### src/rtl/sha3_padder.sv
// rtl/sha3_padder.sv - SHA-3 rate-block assembler with Keccak multi-rate padding
//
// Purpose: collects 32-bit big-endian message words into a 576-bit (18-word)
// rate block, appends 0x01 .. 0x80 padding after the final message byte and
// presents each complete block to the permutation stage.
//
// Ports:
//   clk          clock, all state on rising edge
//   reset        asynchronous active-high reset, clears all state
//   in[31:0]     message word, byte 0 in in[31:24]
//   in_ready     in is valid this cycle
//   is_last      final word of the message (qualified by in_ready)
//   byte_num     valid bytes in the final word (0..3)
//   buffer_full  padder cannot accept a word this cycle (registered)
//   out[575:0]   assembled block, word 0 at out[575:544]
//   out_ready    out holds a complete block
//   f_ack        permutation stage consumed out this cycle

module sha3_padder (
  input  logic         clk,
  input  logic         reset,
  input  logic [31:0]  in,
  input  logic         in_ready,
  input  logic         is_last,
  input  logic [1:0]   byte_num,
  output logic         buffer_full,
  output logic [575:0] out,
  output logic         out_ready,
  input  logic         f_ack
);

  localparam logic [4:0] WORDS = 5'd18;

  logic [4:0]  cnt;
  logic        pad;
  logic        done;

  logic [4:0]  cnt_n;
  logic        pad_n;
  logic        done_n;
  logic        wr;
  logic [31:0] w;
  logic [31:0] padded;
  logic        accept;
  logic        last_pos;
  logic        full;

  assign full     = (cnt == WORDS);
  assign last_pos = (cnt == 5'd17);
  // buffer_full already covers FULL, PAD and DONE, so accept only fires in ACCUM.
  assign accept   = in_ready & ~buffer_full;

  // Final message word: keep the valid bytes, put the 0x01 pad byte right after
  // them; any bytes beyond byte_num are dropped.
  always_comb begin
    padded = 32'h0100_0000;
    case (byte_num)
      2'd0: padded = 32'h0100_0000;
      2'd1: padded = {in[31:24], 24'h01_0000};
      2'd2: padded = {in[31:16], 16'h0100};
      2'd3: padded = {in[31:8], 8'h01};
      default: padded = 32'h0100_0000;
    endcase
  end

  always_comb begin
    wr     = 1'b0;
    w      = 32'h0;
    cnt_n  = cnt;
    pad_n  = pad;
    done_n = done;
    if (full) begin
      if (f_ack) begin
        cnt_n = 5'd0;
      end
    end else if (pad) begin
      // Padding fill: zero words, with the closing 0x80 in the last slot.
      wr    = 1'b1;
      w     = last_pos ? 32'h0000_0080 : 32'h0;
      cnt_n = cnt + 5'd1;
      if (last_pos) begin
        pad_n  = 1'b0;
        done_n = 1'b1;
      end
    end else if (accept) begin
      wr    = 1'b1;
      cnt_n = cnt + 5'd1;
      if (is_last) begin
        if (last_pos) begin
          // Both pad bytes land in the same word; no fill phase needed.
          w      = padded | 32'h0000_0080;
          done_n = 1'b1;
        end else begin
          w     = padded;
          pad_n = 1'b1;
        end
      end else begin
        w = in;
      end
    end
  end

  always_ff @(posedge clk or posedge reset) begin
    if (reset) begin
      out         <= '0;
      cnt         <= 5'd0;
      pad         <= 1'b0;
      done        <= 1'b0;
      out_ready   <= 1'b0;
      buffer_full <= 1'b0;
    end else begin
      if (wr) begin
        out <= {out[543:0], w};
      end
      cnt         <= cnt_n;
      pad         <= pad_n;
      done        <= done_n;
      // Flags are computed from next-state so they line up with cnt/pad/done
      // without a combinational path from in_ready.
      out_ready   <= (cnt_n == WORDS);
      buffer_full <= (cnt_n == WORDS) | pad_n | done_n;
    end
  end

endmodule
### config.mk
export PLATFORM = sky130hd
export DESIGN_NAME = sha3_padder
export DESIGN_NICKNAME = d
export VERILOG_FILES = /design/src/rtl/sha3_padder.sv
export SDC_FILE = /design/constraint.sdc
export NUM_CORES = 1
export LEC_CHECK = 0
export CORE_AREA = 5 5 235 237
export DETAILED_ROUTE_END_ITERATION = 6
export DIE_AREA = 0 0 240 242
export PLACE_DENSITY = 0.72
export SYNTH_ARGS = -nofsm -noshare
export SYNTH_HDL_FRONTEND = slang
export SYNTH_SLANG_ARGS = --single-unit
export TNS_END_PERCENT = 20
### constraint.sdc
create_clock -name clk -period 21.3 [get_ports clk]
set_clock_uncertainty 0.05 [all_clocks]
set_input_delay 2.13 -clock clk [delete_from_list [all_inputs] [get_ports clk]]
set_output_delay 2.13 -clock clk [all_outputs]
set_load 0.02 [all_outputs]
; ---- Word-level counts from Yosys, hierarchy flattened
; Cells that the tools add are included.
[classes]
eq_ne = 6
n_addsub = 1
n_reduce_logical = 1
n_bitwise = 4
mux = 24
[ops]
columns = operator, count
row1 = 32-bit two-way mux, 4
row2 = 32-bit one-hot mux with 4 select lines, 1
row3 = 5-bit two-way mux, 4
row4 = 8-bit two-way mux, 2
row5 = "5-bit equality test, second input constant", 3
row6 = 1-bit two-way mux, 13
row7 = "5-bit by 1-bit adder with 5-bit output, second input constant", 1
row8 = "2-bit equality test, second input constant", 2
row9 = "2-bit by 1-bit equality test with 1-bit output, second input constant", 1
row10 = 2-bit zero test, 1
row11 = 1-bit OR, 2
row12 = 1-bit AND, 1
row13 = 1-bit inverter, 1
[word_totals]
output_inout_bits = 578
input_bits = 39
word_cells = 42
register_bits = 585

; ---- Depth between registers and ports, before layout
[logic_depth]
depth_word = 8
ltp_mapped = 9
ltp_nobuf = 7

; ---- Least setup slack after synthesis
; OpenSTA, ideal clock, no wires.
[synth_timing]
path_type = input port to flip-flop
start = input in_ready
end = register out[252]
arrival_time_ns = 3.340
setup_time_ns = 0.125
slack_ns = 17.785
path_stages = 7
cell_sequence = nor2b_1 buf_2 o21ai_2 buf_6 buf_8 buf_6 mux2_2
[synth_via]
elab_chain_cells = 4
[synth_rtl]
columns = item, line_no
row1 = from (decl), 23  ; input logic in_ready,
row2 = 1-bit AND, 51  ; assign accept = in_ready & ~buffer_full;
row3 = 1-bit two-way mux, 85  ; end else if (accept) begin
row4 = 1-bit two-way mux, 76  ; end else if (pad) begin
row5 = 1-bit two-way mux, 72  ; if (full) begin
row6 = to (signal assigned), 113  ; out <= {out[543:0], w};
row7 = to (decl), 27  ; output logic [575:0] out,
; No other way between the ends.
; A chain may end at the register's enable or synchronous reset.

; ---- Final worst setup path
[layout_timing]
start = input in_ready
end = register out[567]
; The elaborated chain is that of the path after synthesis.

==> impl_metrics.csv <==
group,metric,value,unit
outcome,status,"complete, no violations",
cts,post_cts_buffers,0,
drt,drt_iter0_markers,607,
synth,ys.flop_type,"dfrtp_1",
cts,cts_root_buf,"clkbuf_16",
drt,final_antenna_net_count,0,
floorplanning,initial_utilization,41.8,%
job,drv_cap,0,
placement,gp_congestion,0.835,
drt,avgViaCountPerCell,4.92,
cts,cts_hold_buf,0,
sta,fin_crit,6050,ps
synth,synth-warning-count,0,
power_and_ir_drop,p_per_area,169,mW/mm^2
cts,cts_buffers,60,
drt,vias,13100,
cells_and_area,fin_nets,1960,
critical_path,critPathCaptureType,"register",
floorplanning,fp-row-count,85,
synth,synth_area_per_cell,17.1,um^2
sta,slew_headroom,25.8,%
synth,synth_common_cells,"dfrtp_1, mux2_2, mux2_1, buf_4, buf_8",
global_routing,grt_max_degree,189,
cts,clk_latency,600,ps
global_routing,grt_pass1_wl,88000,um
floorplanning,dieArea,0.0581,mm^2
sta,finalWorstSetupSlack,15250,ps
global_routing,grt_pass1_vias,13600,
sta,hold_violations,0,
floorplanning,core-area,0.0531,mm^2
sta,setup_viol,0,
synth,synth_area,0.0222,mm^2
synth,ys_ff_latch,585,
global_routing,grt_usage,19.2,%
sta,fin_crit_sh,28.4,%
placement,dpl_cell_area,0.0286,mm^2
sta,tns,0,ps
cells_and_area,drive_gt1_share,23.1,%
cts,cts.sink_count,585,
synth,yosysUniqueCellTypes,35,
power_and_ir_drop,vdd_ir_drop_max,0.0985,mV
floorplanning,die_h,242,um
synth,seq_area_frac_synth,65.9,%
global_routing,antenna_found_initial,0,
floorplanning,io-pin-count,617,
cts,cts_htree_levels,2,
sta,drv_slew,0,
cts,cts_resized,0,
cells_and_area,area_delta_synth_final,37.7,%
synth,post-synth-top-count-cell,"dfrtp_1",
critical_path,worst-setup-path-type,"in -> reg",
critical_path,arrival,6480,ps
drt,wl,57400,um
cts,path_clk_slew,60,ps
synth,synth_top_area_share,65.9,%
floorplanning,die_x,240,um
placement,pre_cts_ws,14650,ps
sta,worst_pin_slew,1110,ps
hold_path,hold_path_class,"reg -> reg",
synth,synth_edf_count,0,
synth,synth.area.top_cells,"dfrtp_1, mux2_2, mux2_1",
cts,clock_path_buffers,3,
power_and_ir_drop,p_leak,0.0144,uW
sta,rsz0062_at_grt,"no",
drt,wl_per_cell,21.5,um
synth,synth_nets,1339,
critical_path,crit_required,21730,ps
cells_and_area,stdcell_area,0.0306,mm^2
sta,fmax,0.165,GHz
global_routing,overflow,0,
critical_path,worstPathMaxFanout,82,
placement,numPortBuffers,616,
synth,synthArstFlopShare,100,%
drt,dr.pass1.iters,4,
hold_path,hold_path_depth,1,
critical_path,rr_worst_depth,8,
synth,yosys.area.top_type,"dfrtp_1",
placement,post-dp-hpwl,42400,um
drt,drc,0,
cts,cts_tree,"built",
critical_path,startpoint_type,"primary input",
synth,synthCells,1297,
per-stage QoR:
step | total power (uW) | hold WS (ps) | instances | utilization, %
after floorplan | 3150 | 366 | 1297 | -
after global placement | 4120 | 379 | 2552 | 53.9
after detailed placement | 4180 | 392 | 2552 | 53.9
after CTS | 5230 | 406 | 2664 | 57.6
after global routing | 5410 | 434 | 2664 | 57.6
final | 5160 | 409 | 2665 | 57.6
critical path, cell delays in order:
cell	delay [ps]
clkdlybuf4s50_1	410
nor2b_1	230
o21ai_4	670
buf_4	850
buf_4	690
buf_4	890
mux2_2	420
registers in the layout, indices dropped and copies added, names as in the netlist:
signal       cells
out            576
cnt              5
buffer_full      1
done             1
out_ready        1
pad              1
cell families after synthesis:
family / share of synthesized area, %
flops: 65.9
mux: 27.6
simple gates: 0.997
buf+inv: 3.44
compound gates: 1.81
fa+ha+maj: 0.169
xor+xnor: 0.0789
routing by layer:
layer	global-route usage, %	vias to the layer above	routed length [um]
li1	-	5894	-
met1	23.9	6723	22600
met2	32.4	393	28900
met3	5.59	89	4050
met4	6.19	0	1780
met5	0	-	0
area by class of cell:
| cell class | instances | area, um^2 |
|---|---|---|
| well taps | 696 | 871 |
| flip-flops and latches | 585 | 14600 |
| inverters | 5 | 26.3 |
| fillers | 4141 | 22500 |
| clock buffers | 97 | 1800 |
| diodes | 1 | 2.50 |
| multi-input cells | 639 | 6810 |
| repair buffers | 627 | 6270 |
| clock inverters | 15 | 145 |
cells in the final DEF, fill, tap and decap left out, types with 2 or more instances in the layout:
cell               n
bufinv_16          2
ha_1               3
mux2_1           200
nor3_1             3
nand2_1           11
dfrtp_1          585
mux2_2           344
clkbuf_1          22
nor3_2             2
clkbuf_8          14
a22o_1            27
nor2_1            11
o22ai_1            2
nor2b_1            4
clkinv_4           2
a21oi_1            3
clkbuf_16         61
buf_4              9
or3_1              2
inv_6              2
clkinv_2           7
o211ai_1           3
clkdlybuf4s50_1  616
o21ai_0            9
clkinvlp_4         2
xnor2_1            2
inv_1              4
buf_12             2
power by group:
| part | internal [uW] | leakage, uW | switching, uW | total [uW] |
|---|---|---|---|---|
| Sequential | 1520 | 0.00791 | 336 | 1860 |
| Combinational | 1140 | 0.00552 | 1140 | 2280 |
| Clock | 601 | 0.000952 | 422 | 1020 |
| Total | 3260 | 0.0144 | 1900 | 5160 |
path summary, 6_finish.rpt:
path / start / to / slack, ps
worst max-delay path: in_ready / out[567] / 15250
worst min-delay path: done / done / 410
worst max register to register: cnt[0] / out[567] / 16670
worst min register to register: done / done / 410
max in group asynchronous: reset / out[138] / 16770
min in group asynchronous: reset / out[412] / 2070
Note: power is estimated with default switching activity, not from simulation.
